$ cat src/rtl/ttt_button_conditioner_if.sv
// rtl/ttt_button_conditioner_if.sv - raw button inputs and conditioned press/start event outputs
interface ttt_button_conditioner_if #(
  parameter int NUM_BTN = 9
);
  logic [NUM_BTN-1:0] btn_raw;
  logic               start_raw;
  logic               press_valid;
  logic [NUM_BTN-1:0] press_onehot;
  logic [3:0]         press_idx;
  logic               start_pulse;
  logic               any_held;

  // master: the conditioner, which consumes raw buttons and produces events
  modport master (
    input  btn_raw, start_raw,
    output press_valid, press_onehot, press_idx, start_pulse, any_held
  );

  // slave: the button pad plus the game-control block
  modport slave (
    output btn_raw, start_raw,
    input  press_valid, press_onehot, press_idx, start_pulse, any_held
  );
endinterface

$ cat src/rtl/ttt_button_conditioner.sv
// rtl/ttt_button_conditioner.sv - sync, debounce and edge-detect square/start buttons
// Emits one indexed press per physical press, locked out until all squares are released.
module ttt_button_conditioner #(
  parameter int NUM_BTN         = 9,
  parameter int DEBOUNCE_CYCLES = 16,
  parameter int CNT_W           = $clog2(DEBOUNCE_CYCLES)
) (
  input  logic                   clk,
  input  logic                   reset,
  ttt_button_conditioner_if.master bus
);
  localparam int NIN = NUM_BTN + 1;
  localparam logic [CNT_W-1:0] CNT_LAST = CNT_W'(DEBOUNCE_CYCLES - 1);
  localparam logic [CNT_W-1:0] CNT_ONE  = CNT_W'(1);

  localparam logic [0:0] ST_IDLE = 1'b0;
  localparam logic [0:0] ST_HELD = 1'b1;

  logic [NIN-1:0]     w_raw;
  logic [NIN-1:0]     r_sync1;
  logic [NIN-1:0]     r_sync2;
  logic [NIN-1:0]     r_stable;
  logic [NIN-1:0]     r_stable_d;
  logic [CNT_W-1:0]   r_cnt [NIN];
  logic [NIN-1:0]     w_rise;
  logic               w_any_rise;
  logic [NUM_BTN-1:0] w_first_oh;
  logic [3:0]         w_first_idx;

  logic [0:0]         r_state;
  logic               r_press_valid;
  logic [NUM_BTN-1:0] r_press_onehot;
  logic [3:0]         r_press_idx;
  logic               r_start_pulse;

  // start button rides along as the top bit of every per-input vector
  assign w_raw = {bus.start_raw, bus.btn_raw};

  always_ff @(posedge clk) begin
    if (reset) begin
      r_sync1    <= '0;
      r_sync2    <= '0;
      r_stable   <= '0;
      r_stable_d <= '0;
      for (int i = 0; i < NIN; i++) begin
        r_cnt[i] <= '0;
      end
    end else begin
      r_sync1    <= w_raw;
      r_sync2    <= r_sync1;
      r_stable_d <= r_stable;
      for (int i = 0; i < NIN; i++) begin
        if (r_sync2[i] == r_stable[i]) begin
          r_cnt[i] <= '0;
        end else if (r_cnt[i] == CNT_LAST) begin
          r_stable[i] <= r_sync2[i];
          r_cnt[i]    <= '0;
        end else begin
          r_cnt[i] <= r_cnt[i] + CNT_ONE;
        end
      end
    end
  end

  assign w_rise     = r_stable & ~r_stable_d;
  assign w_any_rise = |w_rise[NUM_BTN-1:0];

  // scan downwards so the lowest rising square is the one left standing
  always_comb begin
    w_first_oh  = '0;
    w_first_idx = '0;
    for (int i = NUM_BTN - 1; i >= 0; i--) begin
      if (w_rise[i]) begin
        w_first_oh    = '0;
        w_first_oh[i] = 1'b1;
        w_first_idx   = 4'(i);
      end
    end
  end

  always_ff @(posedge clk) begin
    if (reset) begin
      r_state        <= ST_IDLE;
      r_press_valid  <= 1'b0;
      r_press_onehot <= '0;
      r_press_idx    <= '0;
      r_start_pulse  <= 1'b0;
    end else begin
      r_start_pulse  <= w_rise[NUM_BTN];
      r_press_valid  <= 1'b0;
      r_press_onehot <= '0;
      r_press_idx    <= '0;
      case (r_state)
        ST_IDLE: begin
          if (w_any_rise) begin
            r_press_valid  <= 1'b1;
            r_press_onehot <= w_first_oh;
            r_press_idx    <= w_first_idx;
            r_state        <= ST_HELD;
          end
        end
        default: begin
          // rises seen here are dropped, not queued
          if (r_stable[NUM_BTN-1:0] == '0) begin
            r_state <= ST_IDLE;
          end
        end
      endcase
    end
  end

  assign bus.press_valid  = r_press_valid;
  assign bus.press_onehot = r_press_onehot;
  assign bus.press_idx    = r_press_idx;
  assign bus.start_pulse  = r_start_pulse;
  assign bus.any_held     = |r_stable[NUM_BTN-1:0];
endmodule

$ cat src/flat_wrapper.sv
// flat-port wrapper written by rule: the top's interface ports become plain ports
module ttt_button_conditioner_flat 
#(
  parameter int NUM_BTN         = 9,
  parameter int DEBOUNCE_CYCLES = 16,
  parameter int CNT_W           = $clog2(DEBOUNCE_CYCLES)
)
  (clk, reset, bus_btn_raw, bus_start_raw, bus_press_valid, bus_press_onehot, bus_press_idx, bus_start_pulse, bus_any_held);
  ttt_button_conditioner_if #(.NUM_BTN(NUM_BTN)) bus_i ();
  input  logic clk;
  input  logic reset;
  input wire logic [$bits(bus_i.btn_raw)-1:0] bus_btn_raw;
  input wire logic [$bits(bus_i.start_raw)-1:0] bus_start_raw;
  output wire logic [$bits(bus_i.press_valid)-1:0] bus_press_valid;
  output wire logic [$bits(bus_i.press_onehot)-1:0] bus_press_onehot;
  output wire logic [$bits(bus_i.press_idx)-1:0] bus_press_idx;
  output wire logic [$bits(bus_i.start_pulse)-1:0] bus_start_pulse;
  output wire logic [$bits(bus_i.any_held)-1:0] bus_any_held;
  assign bus_i.btn_raw = bus_btn_raw;
  assign bus_i.start_raw = bus_start_raw;
  assign bus_press_valid = bus_i.press_valid;
  assign bus_press_onehot = bus_i.press_onehot;
  assign bus_press_idx = bus_i.press_idx;
  assign bus_start_pulse = bus_i.start_pulse;
  assign bus_any_held = bus_i.any_held;
  ttt_button_conditioner #(.NUM_BTN(NUM_BTN), .DEBOUNCE_CYCLES(DEBOUNCE_CYCLES), .CNT_W(CNT_W)) u_core (.clk(clk), .reset(reset), .bus(bus_i));
endmodule
$ cat config.mk
export PLATFORM = sky130hd
export DESIGN_NAME = ttt_button_conditioner_flat
export DESIGN_NICKNAME = d
export VERILOG_FILES = /design/src/rtl/ttt_button_conditioner_if.sv /design/src/rtl/ttt_button_conditioner.sv /design/src/flat_wrapper.sv
export SDC_FILE = /design/constraint.sdc
export NUM_CORES = 1
export LEC_CHECK = 0
export ABC_AREA = 0
export CORE_MARGIN = 5
export CORE_UTILIZATION = 52
export CTS_CLUSTER_DIAMETER = 30
export DETAILED_ROUTE_END_ITERATION = 10
export PLACE_DENSITY = 0.83
export REMOVE_ABC_BUFFERS = 1
export SYNTH_ARGS = -nofsm -noshare
export SYNTH_HDL_FRONTEND = slang
export SYNTH_SLANG_ARGS = --single-unit
$ cat constraint.sdc
create_clock -name clk -period 1.51 [get_ports clk]
set_input_delay 0.302 -clock clk [delete_from_list [all_inputs] [get_ports clk]]
set_output_delay 0.302 -clock clk [all_outputs]
set_load 0.005 [all_outputs]
==> flow_summary.ini, run 1 <==
[die]
num_rows = 31
start_util = 0.5269
die-area_um2 = 9076
ios = 28
die_w_um = 95.27
die_h_um = 95.27
core_um2 = 7176

[power]
peakVddDrop_uv = 489.1
p_sw_frac = 0.2111
p_per_area_nw_per_um2 = 969.2
pwr-share-comb = 0.051
seqPwrFrac = 0.602
p_int_mw = 3.657
p_sw_mw = 0.9788
total_power_mw = 4.636
p_leak_nw = 2.092
clkPwrFrac = 0.347

[critical_path]
critPathCaptureType = output pin
crit_buf_inv = 1
cp-start-kind = flop
cpLargestDelayFamily = simple AND/OR/NAND/NOR gates
cp.required_ns = 1.21
rr_startpoint = u_core.r_cnt[1][4]$_SDFFCE_PN0P_
r2r_slack_ns = 0.04
r2r_cells = 4
crit_fanout = 2
crit_type = flop to output pin
critical_path.cell_chain = or4_4, nor3_4, nand2_1, buf_2
reg2reg_to = u_core.r_cnt[1][7]$_SDFFCE_PN0P_
slowest_stage = or4_4
cpPeakStageDelay_ns = 0.54
arrival_ns = 1.56
cp.depth = 4

[synth]
ys_async_sr_fraction = 0
synth_flop_cell = dfxtp_1
ys_warn_count = 0
synth_area_per_cell_um2 = 11.71
ys_ff_latch = 95
syn_inst = 323
synth_cell_types = 36
synth_edf_count = 40
synthesis.area_um2 = 3781
ys_seq_area_frac = 0.6089

[final_layout]
fin_cells = 525
layout_common_cells = 53 x dfxtp_1, 48 x nor2_1, 40 x edfxtp_1, 40 x conb_1, 35 x nor2b_1
layout.nets = 443
drive_above_1_share = 0.1784
design_area_um2 = 4783
layout_commonest_cell = dfxtp_1
synthToLayoutAreaGrowth_pct = 26.51
num_antenna_cells = 0
final_core_util = 0.6666

[route]
dr.first_iter.drc_count = 77
totalWireLength_um = 5973
vias = 2393
drc = 0
drt-wirelength-per-cell_um = 11.38
vias_per_cell = 4.558
ant_nets = 0
dr.pass1.iters = 4

[hold_path]
min_to = u_core.r_stable_d[1]$_SDFF_PP0_
hold_depth = 2
hp-start = reset
hold_path.class = primary input to flop

[placed_design]
placed_area_um2 = 4482
dp_hpwl_um = 4456
place_inst = 506
port_buffers = 27
gp_congestion = 0.7929
pre_cts_ws_ns = -0.3230

[timing]
min_period_ns = 1.859
finalCritPeriodShare = 1.231
rsz0062_at_grt = yes
tns_ns = -0.3494
setup_violations = 1
hold_viol_final = 0
maxSlewViolCount = 0
hold-worst-slack_ns = 0.2824
max_freq_mhz = 537.8
setup_slack_ns = -0.3494
skew_ns = 0.01020

[global_route]
grt_pass1_vias = 2387
grt_use_met2 = 0.2402
grt_pass1_wl_um = 9991
grt_usage = 0.1430
antenna_found_initial = 0
grt_use_met1 = 0.1687
grt.busiest_layer = met2
grt_overflow = 0
grt_start_max_net_pins = 20
met3_usage = 0.03157

[clock_network]
clock-sinks = 95
cts_tree = done
path_clk_slew_ns = 0.09
cts_root_buffer = clkbuf_8
cts.htree.levels = 3
clk_latency_ns = 0.35
clockBufferDepth = 2
cts_buffers = 9

[run]
drv_cap = 0

[run_status]
violations = setup timing
outcome = finished with violations
## synth_stat cells (all sizes together), types with 6 or more instances
cell type,number,area (µm²)
inv,10,37.54
nor2b,35,219.0
xnor2,15,131.4
nor2,54,202.7
nand3,17,85.08
nor3,7,55.05
dfxtp,55,1101
mux2i,10,100.1
edfxtp,40,1201
nand2b,19,131.4
and3,6,37.54
ha,10,125.1
xor2,15,131.4
## worst reg2reg max path, cell delays in order (launching register included)
cell and delay (ns):
edfxtp_1 0.40, ha_1 0.23, and3_1 0.17, or3_4 0.40, nor2_1 0.12
## worst max-delay path by stage
| stage | start | endpoint | slack (ns) |
|---|---|---|---|
| floorplan | u_core.r_cnt[0][4]$_SDFFCE_PN0P_ | u_core.r_cnt[0][6]$_SDFFCE_PN0P_ | 0.08 |
| global placement | u_core.r_stable[3]$_SDFFE_PP0N_ | bus_any_held | -0.29 |
| detailed placement | u_core.r_stable[3]$_SDFFE_PP0N_ | bus_any_held | -0.32 |
| CTS | u_core.r_stable[3]$_SDFFE_PP0N_ | bus_any_held | -0.38 |
| global route | u_core.r_stable[3]$_SDFFE_PP0N_ | bus_any_held | -0.45 |
| finish | u_core.r_stable[3]$_SDFFE_PP0N_ | bus_any_held | -0.35 |
## power groups by stage
stage	Clock, mW	Combinational, mW	Sequential (mW)
detailed placement	0	0.222	2.85
global placement	0	0.214	2.84
global route	1.76	0.267	2.80
floorplan	0	0.123	2.84
CTS	1.65	0.224	2.79
finish	1.61	0.236	2.79
## routing by layer
layer | up-vias | part of all wire
met5 | - | 0
met4 | 0 | 0.022
met3 | 13 | 0.035
met2 | 44 | 0.50
met1 | 1095 | 0.44
li1 | 1241 | -
## state kept, by name, summed over array words and instances (netlist names)
name	cells
u_core.r_stable	10
u_core.r_state	1
u_core.bus.press_onehot	9
u_core.bus.press_valid	1
u_core.bus.start_pulse	1
u_core.r_sync1	10
u_core.r_sync2	10
u_core.r_stable_d	10
u_core.r_cnt	40
u_core.bus.press_idx	3
## logic make-up (layout without fill, tap and decap cells)
| group | count (synthesis) | count (layout) | share of synthesized area |
|---|---|---|---|
| buffers and inverters | 16 | 80 | 0.01721 |
| xor gates and xnor gates | 30 | 30 | 0.06949 |
| DFF | 95 | 95 | 0.6089 |
| and+or+nand+nor | 153 | 153 | 0.2234 |
| other | 1 | 40 | 0.0009918 |
| adders and majority gates | 10 | 10 | 0.03309 |
| muxes | 10 | 10 | 0.02647 |
| AOI/OAI and AO/OA | 8 | 8 | 0.02052 |
## layout make-up
type	instances	area (µm²)
multi-input combinational	251	1619
inverter	10	37.54
tap	99	123.9
sequential	95	2305
fill	546	2392
timing repair buffer	54	495.5
clock buffer	12	176.4
clock inverter	4	26.28
## timing repair
action / in CTS / in global routing
buffers inserted: 0 / 3
hold buffers: 0 / 0
gates resized for setup: 8 / 22
pin swaps: 0 / 5
endpoints found under the setup margin: 4 / 27
No activity file was read; power rests on OpenSTA's default activity.
==> inputs of run 2 (changes only) <==
==> constraint.sdc (replaced) <==
create_clock -name clk -period 1.51 [get_ports clk]
set_input_delay 0.302 -clock clk [delete_from_list [all_inputs] [get_ports clk]]
set_output_delay 0.302 -clock clk [all_outputs]
set_load 0.05 [all_outputs]
==> run 2 against run 1 <==
Compared with the run above: the run still ends with setup timing left; worst setup slack worse by 0.051 ns; routed wire length down 0.39%; power up 2.7%; core utilization up 0.42 points; clock-buffer cell count down 1; flip-flop and latch count unchanged; die area unchanged; register-to-register slack about the same; critical endpoint unchanged.
==> flow_summary.ini, run 2 (same netlist as run 1, synthesis figures left out) <==
[timing]
setup_violations = 1
hold_viol_final = 0
rsz0062_at_grt = yes
maxSlewViolCount = 0
max_freq_mhz = 523.4
finalCritPeriodShare = 1.265
tns_ns = -0.4005
setup_slack_ns = -0.4005
min_period_ns = 1.910
skew_ns = 0.01193

[placed_design]
placed_area_um2 = 4497
dp_hpwl_um = 4384
gp_congestion = 0.7594
port_buffers = 27
place_inst = 495

[final_layout]
fillers = 550
layout.nets = 434
layout_common_cells = 55 x dfxtp_1, 47 x nor2_1, 40 x edfxtp_1, 40 x conb_1, 35 x nor2b_1
drive_above_1_share = 0.1894
design_area_um2 = 4813
num_antenna_cells = 0
synthToLayoutAreaGrowth_pct = 27.30
layout_commonest_cell = dfxtp_1
top_register = u_core.r_cnt
fin_cells = 516
final_core_util = 0.6708
largest_reg_flops = 40

[critical_path]
cp-start-kind = flop
slowest_stage = or4_4
crit_buf_inv = 1
crit_type = flop to output pin
cpLargestDelayFamily = simple AND/OR/NAND/NOR gates
cpPeakStageDelay_ns = 0.55
critical_path.cell_chain = or4_4, nor3_4, nand2_2, buf_6
crit_fanout = 2
arrival_ns = 1.61
critPathCaptureType = output pin
cp.required_ns = 1.21

[power]
peakVddDrop_uv = 485.6
p_per_area_nw_per_um2 = 988.8
p_leak_nw = 1.961

[route]
drc = 0
dr.pass1.iters = 5
drt-wirelength-per-cell_um = 11.53
ant_nets = 0
dr.first_iter.drc_count = 83
vias_per_cell = 4.628
vias = 2388
totalWireLength_um = 5950

[clock_network]
clock-sinks = 95
clk_latency_ns = 0.35
clockBufferDepth = 2
cts_buffers = 9
cts_root_buffer = clkbuf_8
cts.htree.levels = 3
cts_tree = done
path_clk_slew_ns = 0.09

[die]
num_rows = 31
die_h_um = 95.27
die_w_um = 95.27
core_um2 = 7176
die-area_um2 = 9076
start_util = 0.5269
ios = 28

[run]
drv_cap = 0

[hold_path]
hold_path.class = primary input to flop

[run_status]
violations = setup timing
outcome = finished with violations

[global_route]
grt_start_max_net_pins = 21
antenna_found_initial = 0
grt_pass1_wl_um = 9998
grt_overflow = 0
grt_pass1_vias = 2406
grt_usage = 0.1426
## run 2: changes by cell type in the layout (fill, tap and decap cells not counted), moves of 2 or more
cell | before | now
dfxtp_1 | 53 | 55
buf_12 | 1 | 12
clkdlybuf4s50_1 | 17 | 10
dfxtp_2 | 2 | 0
and3_4 | 2 | 0
and3_1 | 4 | 6
clkbuf_8 | 11 | 9
buf_4 | 26 | 21
clkinv_2 | 2 | 0
dlymetal6s2s_1 | 8 | 0
## run 2: cell type report
type,instances,area [µm²],share of cell area
sequential,95,2302,0.4783
multi-input combinational,251,1619,0.3364
timing repair buffer,45,514.2,0.1068
clock buffer,11,152.6,0.03171
tap,99,123.9,0.02573
clock inverter,5,63.81,0.01326
inverter,10,37.54,0.007798
## run 2: where the power goes
part | switching [mW] | internal [mW]
clock | 0.851 | 0.878
sequential | 0.0462 | 2.75
combinational | 0.116 | 0.121
## run 2: what timing repair did
action | in CTS | in global routing
pin swaps | 0 | 1
hold buffers | 0 | 0
setup endpoints to repair | 9 | 20
cloned | 0 | 0
setup buffers | 1 | 4
resized for setup | 3 | 15
## run 2: final timing paths
check / slack [ns] / startpoint / to / depth (start not counted)
min reg2reg: 0.39 / u_core.r_stable_d[9]$_SDFF_PP0_ / u_core.bus.start_pulse$_SDFF_PP0_ / 1
max reg2reg: 0.03 / u_core.r_cnt[0][4]$_SDFFCE_PN0P_ / u_core.r_cnt[0][7]$_SDFFCE_PN0P_ / 4
max: -0.40 / u_core.r_stable[3]$_SDFFE_PP0N_ / bus_any_held / 4
min: 0.30 / reset / u_core.r_sync1[3]$_SDFF_PP0_ / 2
## run 2: metrics by stage
stage / power [mW] / hold slack [ns] / worst slack (ns)
floorplan: 2.966 / 0.3674 / -0.08238
CTS: 4.787 / 0.2807 / -0.4278
detailed placement: 3.067 / 0.3834 / -0.05002
global placement: 3.053 / 0.3748 / -0.03844
finish: 4.759 / 0.2953 / -0.4005
global route: 4.959 / 0.3177 / -0.4498
## run 2: routing by layer
layer / up-vias / routed length, µm / GRT usage
li1: 1222 / - / -
met1: 1119 / 2556 / 0.1608
met2: 41 / 3114 / 0.2542
met3: 6 / 195 / 0.03473
met4: 0 / 83 / 0.06250
met5: - / 0 / 0
==> inputs of run 3 (changes only) <==
--- a/config.mk
+++ b/config.mk
@@ -12,6 +12,7 @@
 export DETAILED_ROUTE_END_ITERATION = 10
 export PLACE_DENSITY = 0.83
 export REMOVE_ABC_BUFFERS = 1
+export SLEW_MARGIN = 20
 export SYNTH_ARGS = -nofsm -noshare
 export SYNTH_HDL_FRONTEND = slang
 export SYNTH_SLANG_ARGS = --single-unit
==> results of run 3 <==
Final layout, timing and power as in run 2 (identical DEF).
